File: src/rtl/if_fetch_pkg.sv
// Shared constants and helpers for the instruction-fetch slice.
// Latency: n/a (package only).
// Backpressure: n/a (package only).
package if_fetch_pkg;

  localparam int          IF_ADDR_WIDTH = 32;
  localparam int          IF_DATA_WIDTH = 32;
  localparam logic [31:0] IF_RESET_PC   = 32'h0000_0000;

  // addi x0, x0, 0 -- presented to IF/ID whenever no instruction is available.
  localparam logic [31:0] INST_NOP = 32'h0000_0013;

  // Pipeline stall vector encoding and the bits this stage looks at.
  localparam logic STOP     = 1'b1;
  localparam logic NOSTOP   = 1'b0;
  localparam int   STALL_W  = 6;
  localparam int   STALL_IF = 0;  // freezes new fetch requests
  localparam int   STALL_ID = 1;  // holds the entry presented to IF/ID

  // Bits needed to hold a count in the range 0..n.
  function automatic int cnt_width(input int n);
    return (n < 1) ? 1 : $clog2(n + 1);
  endfunction

  // Bits needed to index n storage slots.
  function automatic int ptr_width(input int n);
    return (n < 2) ? 1 : $clog2(n);
  endfunction

endpackage

File: src/rtl/if_fetch_fifo.sv
// Synchronous FIFO with clear, used for the fetch address queue and prefetch buffer.
// Latency: data pushed in cycle N is visible at head_dat in cycle N+1 (no bypass).
// Backpressure: push while full is dropped unless a pop happens in the same cycle.
//
// Ports:
//   clk_i, rst_n_i  clock, asynchronous active-low reset
//   clr             synchronous empty (wins over push/pop)
//   push, push_dat  write request and data
//   pop             read request (ignored when empty)
//   head_dat        oldest entry (stale storage when empty)
//   count           number of valid entries
//   empty, full     status flags
module if_fetch_fifo
  import if_fetch_pkg::*;
#(
  parameter int WIDTH = 32,
  parameter int DEPTH = 2,
  localparam int PW   = ptr_width(DEPTH),
  localparam int CW   = cnt_width(DEPTH)
) (
  input  logic             clk_i,
  input  logic             rst_n_i,
  input  logic             clr,
  input  logic             push,
  input  logic [WIDTH-1:0] push_dat,
  input  logic             pop,
  output logic [WIDTH-1:0] head_dat,
  output logic [CW-1:0]    count,
  output logic             empty,
  output logic             full
);

  logic [WIDTH-1:0] mem [DEPTH];
  logic [PW-1:0]    wr_ptr;
  logic [PW-1:0]    rd_ptr;
  logic             do_push;
  logic             do_pop;

  // Explicit wrap so the depth need not be a power of two.
  function automatic logic [PW-1:0] ptr_next(input logic [PW-1:0] p);
    return (p == PW'(DEPTH - 1)) ? '0 : p + 1'b1;
  endfunction

  assign empty    = (count == '0);
  assign full     = (count == CW'(DEPTH));
  assign do_pop   = pop && !empty;
  assign do_push  = push && (!full || do_pop);
  assign head_dat = mem[rd_ptr];

  always_ff @(posedge clk_i or negedge rst_n_i) begin
    if (!rst_n_i) begin
      wr_ptr <= '0;
      rd_ptr <= '0;
      count  <= '0;
    end else if (clr) begin
      wr_ptr <= '0;
      rd_ptr <= '0;
      count  <= '0;
    end else begin
      if (do_push) wr_ptr <= ptr_next(wr_ptr);
      if (do_pop)  rd_ptr <= ptr_next(rd_ptr);
      if (do_push && !do_pop)      count <= count + 1'b1;
      else if (!do_push && do_pop) count <= count - 1'b1;
    end
  end

  // Storage carries no reset; validity is tracked by count alone.
  always_ff @(posedge clk_i) begin
    if (do_push && !clr) mem[wr_ptr] <= push_dat;
  end

endmodule

File: src/rtl/if_fetch.sv
// Instruction fetch: owns the PC, issues pipelined word fetches, buffers in-order responses for IF/ID.
// Latency: a response reaches inst_o the cycle after ibus_rvalid_i; a request is issued the cycle the PC is valid.
// Backpressure: stall_i[1] holds the head entry; new requests are only issued when a free buffer slot is reserved.
//
// Ports:
//   clk_i, rst_n_i   clock, asynchronous active-low reset (release is synchronised upstream)
//   stall_i          pipeline stall vector: [0] freezes issue, [1] holds the head entry
//   flush_jump_i     redirect this cycle, jump_addr_i is the target (low two bits ignored)
//   ibus_req_o/addr  fetch request and word-aligned address, ibus_gnt_i accepts it
//   ibus_rvalid_i    in-order response strobe with ibus_rdata_i
//   inst_addr_o/inst_o/inst_valid_o  head of the prefetch buffer towards IF/ID
module if_fetch
  import if_fetch_pkg::*;
#(
  parameter int                    ADDR_WIDTH      = IF_ADDR_WIDTH,
  parameter int                    DATA_WIDTH      = IF_DATA_WIDTH,
  parameter logic [ADDR_WIDTH-1:0] RESET_PC        = ADDR_WIDTH'(IF_RESET_PC),
  parameter int                    FIFO_DEPTH      = 2,
  parameter int                    MAX_OUTSTANDING = 2
) (
  input  logic                  clk_i,
  input  logic                  rst_n_i,
  input  logic [STALL_W-1:0]    stall_i,
  input  logic                  flush_jump_i,
  input  logic [ADDR_WIDTH-1:0] jump_addr_i,
  output logic                  ibus_req_o,
  output logic [ADDR_WIDTH-1:0] ibus_addr_o,
  input  logic                  ibus_gnt_i,
  input  logic                  ibus_rvalid_i,
  input  logic [DATA_WIDTH-1:0] ibus_rdata_i,
  output logic [ADDR_WIDTH-1:0] inst_addr_o,
  output logic [DATA_WIDTH-1:0] inst_o,
  output logic                  inst_valid_o
);

  localparam int OW = cnt_width(MAX_OUTSTANDING);
  localparam int FW = cnt_width(FIFO_DEPTH);
  localparam int SW = ((OW > FW) ? OW : FW) + 1;

  typedef struct packed {
    logic [ADDR_WIDTH-1:0] addr;
    logic [DATA_WIDTH-1:0] inst;
  } fetch_ent_t;

  logic [ADDR_WIDTH-1:0] pc;
  logic [OW-1:0]         outstanding;
  logic [OW-1:0]         discard;

  logic                  issue_ok;
  logic                  accept;
  logic                  rsp_vld;
  logic                  rsp_keep;
  logic                  head_pop;
  logic [SW-1:0]         committed;

  logic [ADDR_WIDTH-1:0] rsp_addr;
  logic [OW-1:0]         aq_count;
  logic                  aq_empty;
  logic                  aq_full;

  fetch_ent_t            pf_push_dat;
  fetch_ent_t            pf_head;
  logic [FW-1:0]         pf_count;
  logic                  pf_empty;
  logic                  pf_full;

  // Slots already spoken for: buffered entries plus live (non-discarded) requests.
  // Issuing only while this is below the depth means every kept response has room.
  assign committed = SW'(pf_count) + SW'(outstanding) - SW'(discard);

  // Gated by reset so the bus sees no request while the block is held in reset.
  assign issue_ok = rst_n_i
                 && !flush_jump_i
                 && (stall_i[STALL_IF] == NOSTOP)
                 && (outstanding < OW'(MAX_OUTSTANDING))
                 && (committed < SW'(FIFO_DEPTH));

  assign ibus_req_o  = issue_ok;
  assign ibus_addr_o = pc;
  assign accept      = issue_ok && ibus_gnt_i;

  // A response with nothing in flight is a bus error and is ignored entirely.
  assign rsp_vld  = ibus_rvalid_i && (outstanding != '0);
  // Responses to pre-redirect requests, or arriving in a redirect cycle, are dropped.
  assign rsp_keep = rsp_vld && (discard == '0) && !flush_jump_i;

  assign inst_valid_o = !pf_empty;
  assign head_pop     = inst_valid_o && (stall_i[STALL_ID] == NOSTOP) && !flush_jump_i;
  assign inst_o       = pf_empty ? DATA_WIDTH'(INST_NOP) : pf_head.inst;
  assign inst_addr_o  = pf_empty ? '0 : pf_head.addr;

  assign pf_push_dat.addr = rsp_addr;
  assign pf_push_dat.inst = ibus_rdata_i;

  always_ff @(posedge clk_i or negedge rst_n_i) begin
    if (!rst_n_i) begin
      pc          <= RESET_PC;
      outstanding <= '0;
      discard     <= '0;
    end else begin
      if (accept && !rsp_vld)      outstanding <= outstanding + 1'b1;
      else if (!accept && rsp_vld) outstanding <= outstanding - 1'b1;

      if (flush_jump_i) begin
        pc      <= {jump_addr_i[ADDR_WIDTH-1:2], 2'b00};
        // Everything still in flight after this cycle belongs to the old path.
        discard <= outstanding - OW'(rsp_vld);
      end else begin
        if (accept) pc <= pc + ADDR_WIDTH'(4);
        if (rsp_vld && (discard != '0)) discard <= discard - 1'b1;
      end
    end
  end

  // Addresses of granted requests, matched to responses in order.
  if_fetch_fifo #(
    .WIDTH (ADDR_WIDTH),
    .DEPTH (MAX_OUTSTANDING)
  ) u_addr_q (
    .clk_i    (clk_i),
    .rst_n_i  (rst_n_i),
    .clr      (1'b0),
    .push     (accept),
    .push_dat (pc),
    .pop      (rsp_vld),
    .head_dat (rsp_addr),
    .count    (aq_count),
    .empty    (aq_empty),
    .full     (aq_full)
  );

  // Prefetch buffer feeding IF/ID; emptied on redirect.
  if_fetch_fifo #(
    .WIDTH ($bits(fetch_ent_t)),
    .DEPTH (FIFO_DEPTH)
  ) u_prefetch (
    .clk_i    (clk_i),
    .rst_n_i  (rst_n_i),
    .clr      (flush_jump_i),
    .push     (rsp_keep),
    .push_dat (pf_push_dat),
    .pop      (head_pop),
    .head_dat (pf_head),
    .count    (pf_count),
    .empty    (pf_empty),
    .full     (pf_full)
  );

  logic unused_bits;
  assign unused_bits = ^{stall_i[STALL_W-1:2], jump_addr_i[1:0], aq_count, aq_empty, aq_full};

  a_no_orphan_rsp: assert property (@(posedge clk_i) disable iff (!rst_n_i)
    ibus_rvalid_i |-> (outstanding != '0));

  a_pf_no_overflow: assert property (@(posedge clk_i) disable iff (!rst_n_i)
    rsp_keep |-> (!pf_full || head_pop));

endmodule

File: config.mk
export PLATFORM = sky130hd
export DESIGN_NAME = if_fetch
export DESIGN_NICKNAME = d
export VERILOG_FILES = /design/src/rtl/if_fetch_pkg.sv /design/src/rtl/if_fetch_fifo.sv /design/src/rtl/if_fetch.sv
export SDC_FILE = /design/constraint.sdc
export NUM_CORES = 1
export LEC_CHECK = 0
export BUFFER_PORTS_ARGS = -buffer_cell sky130_fd_sc_hd__buf_2
export CAP_MARGIN = 20
export CORE_ASPECT_RATIO = 0.7
export CORE_MARGIN = 1
export CORE_UTILIZATION = 45
export CTS_CLUSTER_SIZE = 25
export DETAILED_ROUTE_END_ITERATION = 8
export GPL_TIMING_DRIVEN = 0
export HOLD_SLACK_MARGIN = 0.06
export PLACE_DENSITY = 0.69
export RECOVER_POWER = 25
export SYNTH_ARGS = -nofsm -noshare
export SYNTH_HDL_FRONTEND = slang
export SYNTH_SLANG_ARGS = --single-unit
File: constraint.sdc
create_clock -name clk_i -period 8.2 [get_ports clk_i]
set_input_delay 0.82 -clock clk_i [delete_from_list [all_inputs] [get_ports clk_i]]
set_output_delay 0.82 -clock clk_i [all_outputs]
set_load 0.1 [all_outputs]
==> flow_summary_export.csv <==
group,metric,value,unit
global_route,met1_usage,0.2920,
timing,finalWorstSetupSlack,4334,ps
yosys,combinational_family_with_the_most_area_after_synthesis,"multiplexers",
layout,syn_to_final_growth,21.80,%
pwr,swShare,0.3595,
layout,nets,919,
yosys,synth_area_leader_cell,"edfxtp_1",
status,failed_checks,"max-capacitance violations, max-slew violations",
yosys,number_of_flops_mapped_to_enable_cells_by_yosys,184,
yosys,synth-xor-area-share,0.01876,
cts,clk-insertion-delay-late,500,ps
timing,tightestPinTransition,2245,ps
detailed_routing,route.vias.total,5859,
yosys,synth_compound_area_frac,0.04422,
yosys,ys_seq_area_frac,0.7043,
layout,mostFrequentLayoutCells,"edfxtp_1 (184), buf_2 (150), nor2_1 (76), mux2i_1 (63), dfrtp_1 (42)",
floorplanning,io_pins,173,
timing,maxClockFrequency,0.2587,GHz
worst_setup_path,crit_path_frequent_cell,"fa_1",
detailed_routing,drtIter0Drc,440,
layout,fin_area,0.01137,mm²
cts,clk_path_buf_depth,3,
place,dpl-instance-area,0.01065,mm²
floorplanning,num_rows,43,
place,finalWeightedCongestion,0.8117,
layout,share_of_post_route_cells_with_drive_strength_above_1,0.2899,
detailed_routing,wl,19880,µm
timing,setup_viol,0,
worst_setup_path,critPathArrivalTime,3980,ps
floorplanning,start_util,0.4653,
yosys,synth_top_cell_area_share,0.5917,
pwr,power.static_leakage,4.245,nW
global_route,groute.layer.met2.usage,0.2803,
layout,diodes,0,
detailed_routing,via_per_inst,5.222,
job,maxCapViolations,1,
cts,cts.reportedPaths.clkPinSlew,70,ps
layout,final_common_cell,"edfxtp_1",
worst_setup_path,critical_path_peak_fanout,30,
floorplanning,core_area,0.02007,mm²
pwr,switchingPower,1.239,mW
yosys,synthArstFlopShare,0.1858,
cts,post_cts.repair.setup_buffers,0,
timing,timing.final.hold_violations,0,
floorplanning,die_h,122.5,µm
timing,slew_violations,40,
pwr,intPower,2.208,mW
global_route,grt_start_max_net_pins,44,
floorplanning,chipWidth,174.2,µm
yosys,synth-adder-area-share,0.01233,
timing,fin_hold_ws,136.5,ps
detailed_routing,postRouteAntennaNets,0,
yosys,synth_seq_cells,226,
yosys,syn_area_per_cell,14.73,µm²
worst_setup_path,worstSetupStartpoint,"outstanding[1]",
hold_path,hold_path.class,"primary input to asynchronous set/reset pin",
global_route,overflow,0,
layout,nFillCells,1631,
global_route,vias_in_the_first_global_route,5371,
detailed_routing,drt-pass1-iter-count,5,
worst_setup_path,crit_chain,"fa_1, inv_1, fa_1, and4bb_2, nand4_2, a31oi_1, nor2b_4",
cts,numClockSinks,226,
cts,cts_htree_levels,1,
place,placement.io_buffers,161,
floorplanning,floorplan_die_area,0.02134,mm²
worst_setup_path,timing.critical_path.required,8320,ps
cts,postCtsHoldBufs,0,
global_route,gr-usage-all-layers,0.1897,
pwr,worst_ir_drop_vdd,0.1587,mV
pwr,totalPowerFinal,3.447,mW
timing,worst_clock_skew,13.11,ps
global_route,grt_antenna_before_repair,0,
cts,cts_inserted_buffers,23,
global_route,gr-max-usage-layer,"met1",
yosys,synth_simple_gate_area_frac,0.09447,
timing,setup_repair_after_global_routing_missed_its_margin,"false",
timing,min_period_over_period,0.4714,
yosys,yosys_warnings,0,
yosys,netlist-cell-type-count,52,
worst_setup_path,critPathMaxStageDelay,880,ps
timing,period_needed,3866,ps
worst_setup_path,crit_type,"flip-flop to flip-flop",
worst_setup_path,critical_path.slowest_cell,"nor2b_4",
global_route,grt_first_pass_wirelength,30870,µm
worst_setup_path,crit_path_start_kind,"flip-flop",
yosys,ys_top_cells_by_area,"edfxtp_1 (59%), dfrtp_1 (11%), mux2i_1 (6.8%)",
yosys,post_synth_instance_area,0.009338,mm²
place,dp_hpwl,13870,µm
detailed_routing,route.detailed.wl_per_inst,17.71,µm
pwr,comb_power_share,0.290,
timing,slew_headroom,-0.4965,
cts,ctsResizeCount,0,
yosys,synth_top_flop_cell,"edfxtp_1",
cts,master_cell_of_the_clock_root_buffer,"clkbuf_16",
yosys,post_syn_instances,634,
status,status,"finished, violations left",
worst_setup_path,timing.rr.start,"outstanding[1]",
pwr,power.share.sequential,0.415,
global_route,gr_met3_demand_resource,0.03903,
place,place_worst_setup_slack,4164,ps
pwr,power_frac_clock,0.296,
detailed_routing,drc,0,
yosys,yosys-mux-area-fraction,0.1049,
worst_setup_path,regToRegSetupSlack,4330,ps
pwr,power.density_cell_area,303.1,mW/mm²
cts,cts_tree,"built",
worst_setup_path,setup.worst_path.end_class,"flip-flop",
[layout make-up]
class | instances | area (µm²) | share of cell area
sequential | 226 | 6576 | 0.5782
multi-input combinational | 365 | 2599 | 0.2285
timing repair buffer | 174 | 933.4 | 0.08207
clock buffer | 26 | 586.8 | 0.05160
tap | 270 | 337.8 | 0.02970
clock inverter | 15 | 147.6 | 0.01298
buffer | 31 | 136.4 | 0.01199
inverter | 15 | 56.30 | 0.004950
[final timing paths]
check                                      end  cells past startpoint
max                        u_addr_q.mem[0][25]                      7
min                                 discard[0]                      1
max reg2reg                u_addr_q.mem[0][25]                      7
min reg2reg                  u_addr_q.count[1]                      1
max in group asynchronous      ibus_addr_o[19]                      2
min in group clk_i           u_addr_q.count[1]                      1
[synthesized netlist by cell type, drive strengths merged (2+ instances only)]
cell type / instances
a211oi: 2
a21oi: 6
a221o: 4
a22oi: 2
a31o: 2
a31oi: 2
and2: 2
and3: 6
buf: 16
clkbuf: 15
dfrtp: 42
edfxtp: 184
fa: 2
ha: 6
inv: 15
mux2: 31
mux2i: 63
nand2: 41
nand3: 18
nand4: 16
nor2: 76
nor2b: 2
nor3: 2
nor4: 5
o211ai: 9
o21ai: 21
o311ai: 7
or3: 2
or4: 3
xnor2: 8
xor2: 12
[registers in the layout, summed over array words and instances (netlist names)]
signal,flops
u_addr_q.mem,60
outstanding,2
u_prefetch.mem,124
discard,2
u_addr_q.wr_ptr,1
u_prefetch.wr_ptr,1
u_prefetch.rd_ptr,1
u_addr_q.rd_ptr,1
ibus_addr_o,30
u_addr_q.count,2
u_prefetch.count,2
[per-layer routing]
layer / vias to the layer above / wire length, µm / share of wire
met3: 25 / 1505 / 0.076
met1: 2848 / 9730 / 0.49
met2: 214 / 8412 / 0.42
met5: - / 0 / 0
li1: 2772 / - / -
met4: 0 / 228 / 0.011
[power by group through the flow]
stage               combinational (mW)  sequential [mW]  clock (mW)
finish                           0.999             1.43        1.02
global route                      1.06             1.44        1.08
CTS                               1.01             1.43        1.04
detailed placement                1.00             1.45           0
global placement                 0.981             1.46           0
floorplan                        0.687             1.55           0
[critical path: cells and delay by family, from the launching register on]
| family | cells | cell delay (ps) |
|---|---|---|
| simple gates | 3 | 1430 |
| fa+ha+maj | 2 | 1090 |
| flops | 1 | 460 |
| compound gates | 1 | 410 |
| buf+inv | 1 | 50 |
[logic make-up after synthesis]
family,Yosys count
flops,226
simple gates,178
mux,94
compound gates,61
buf+inv,46
xor+xnor,20
fa+ha+maj,8
other cells,1
[per-stage QoR]
stage               instances  TNS, ps  utilization
floorplan                 637        0            -
global placement         1068  -145940       0.5229
detailed placement       1080        0       0.5307
CTS                      1121        0       0.5673
global route             1122        0       0.5667
finish                   1122        0       0.5667
Note: power is estimated with default switching activity, not from simulation.
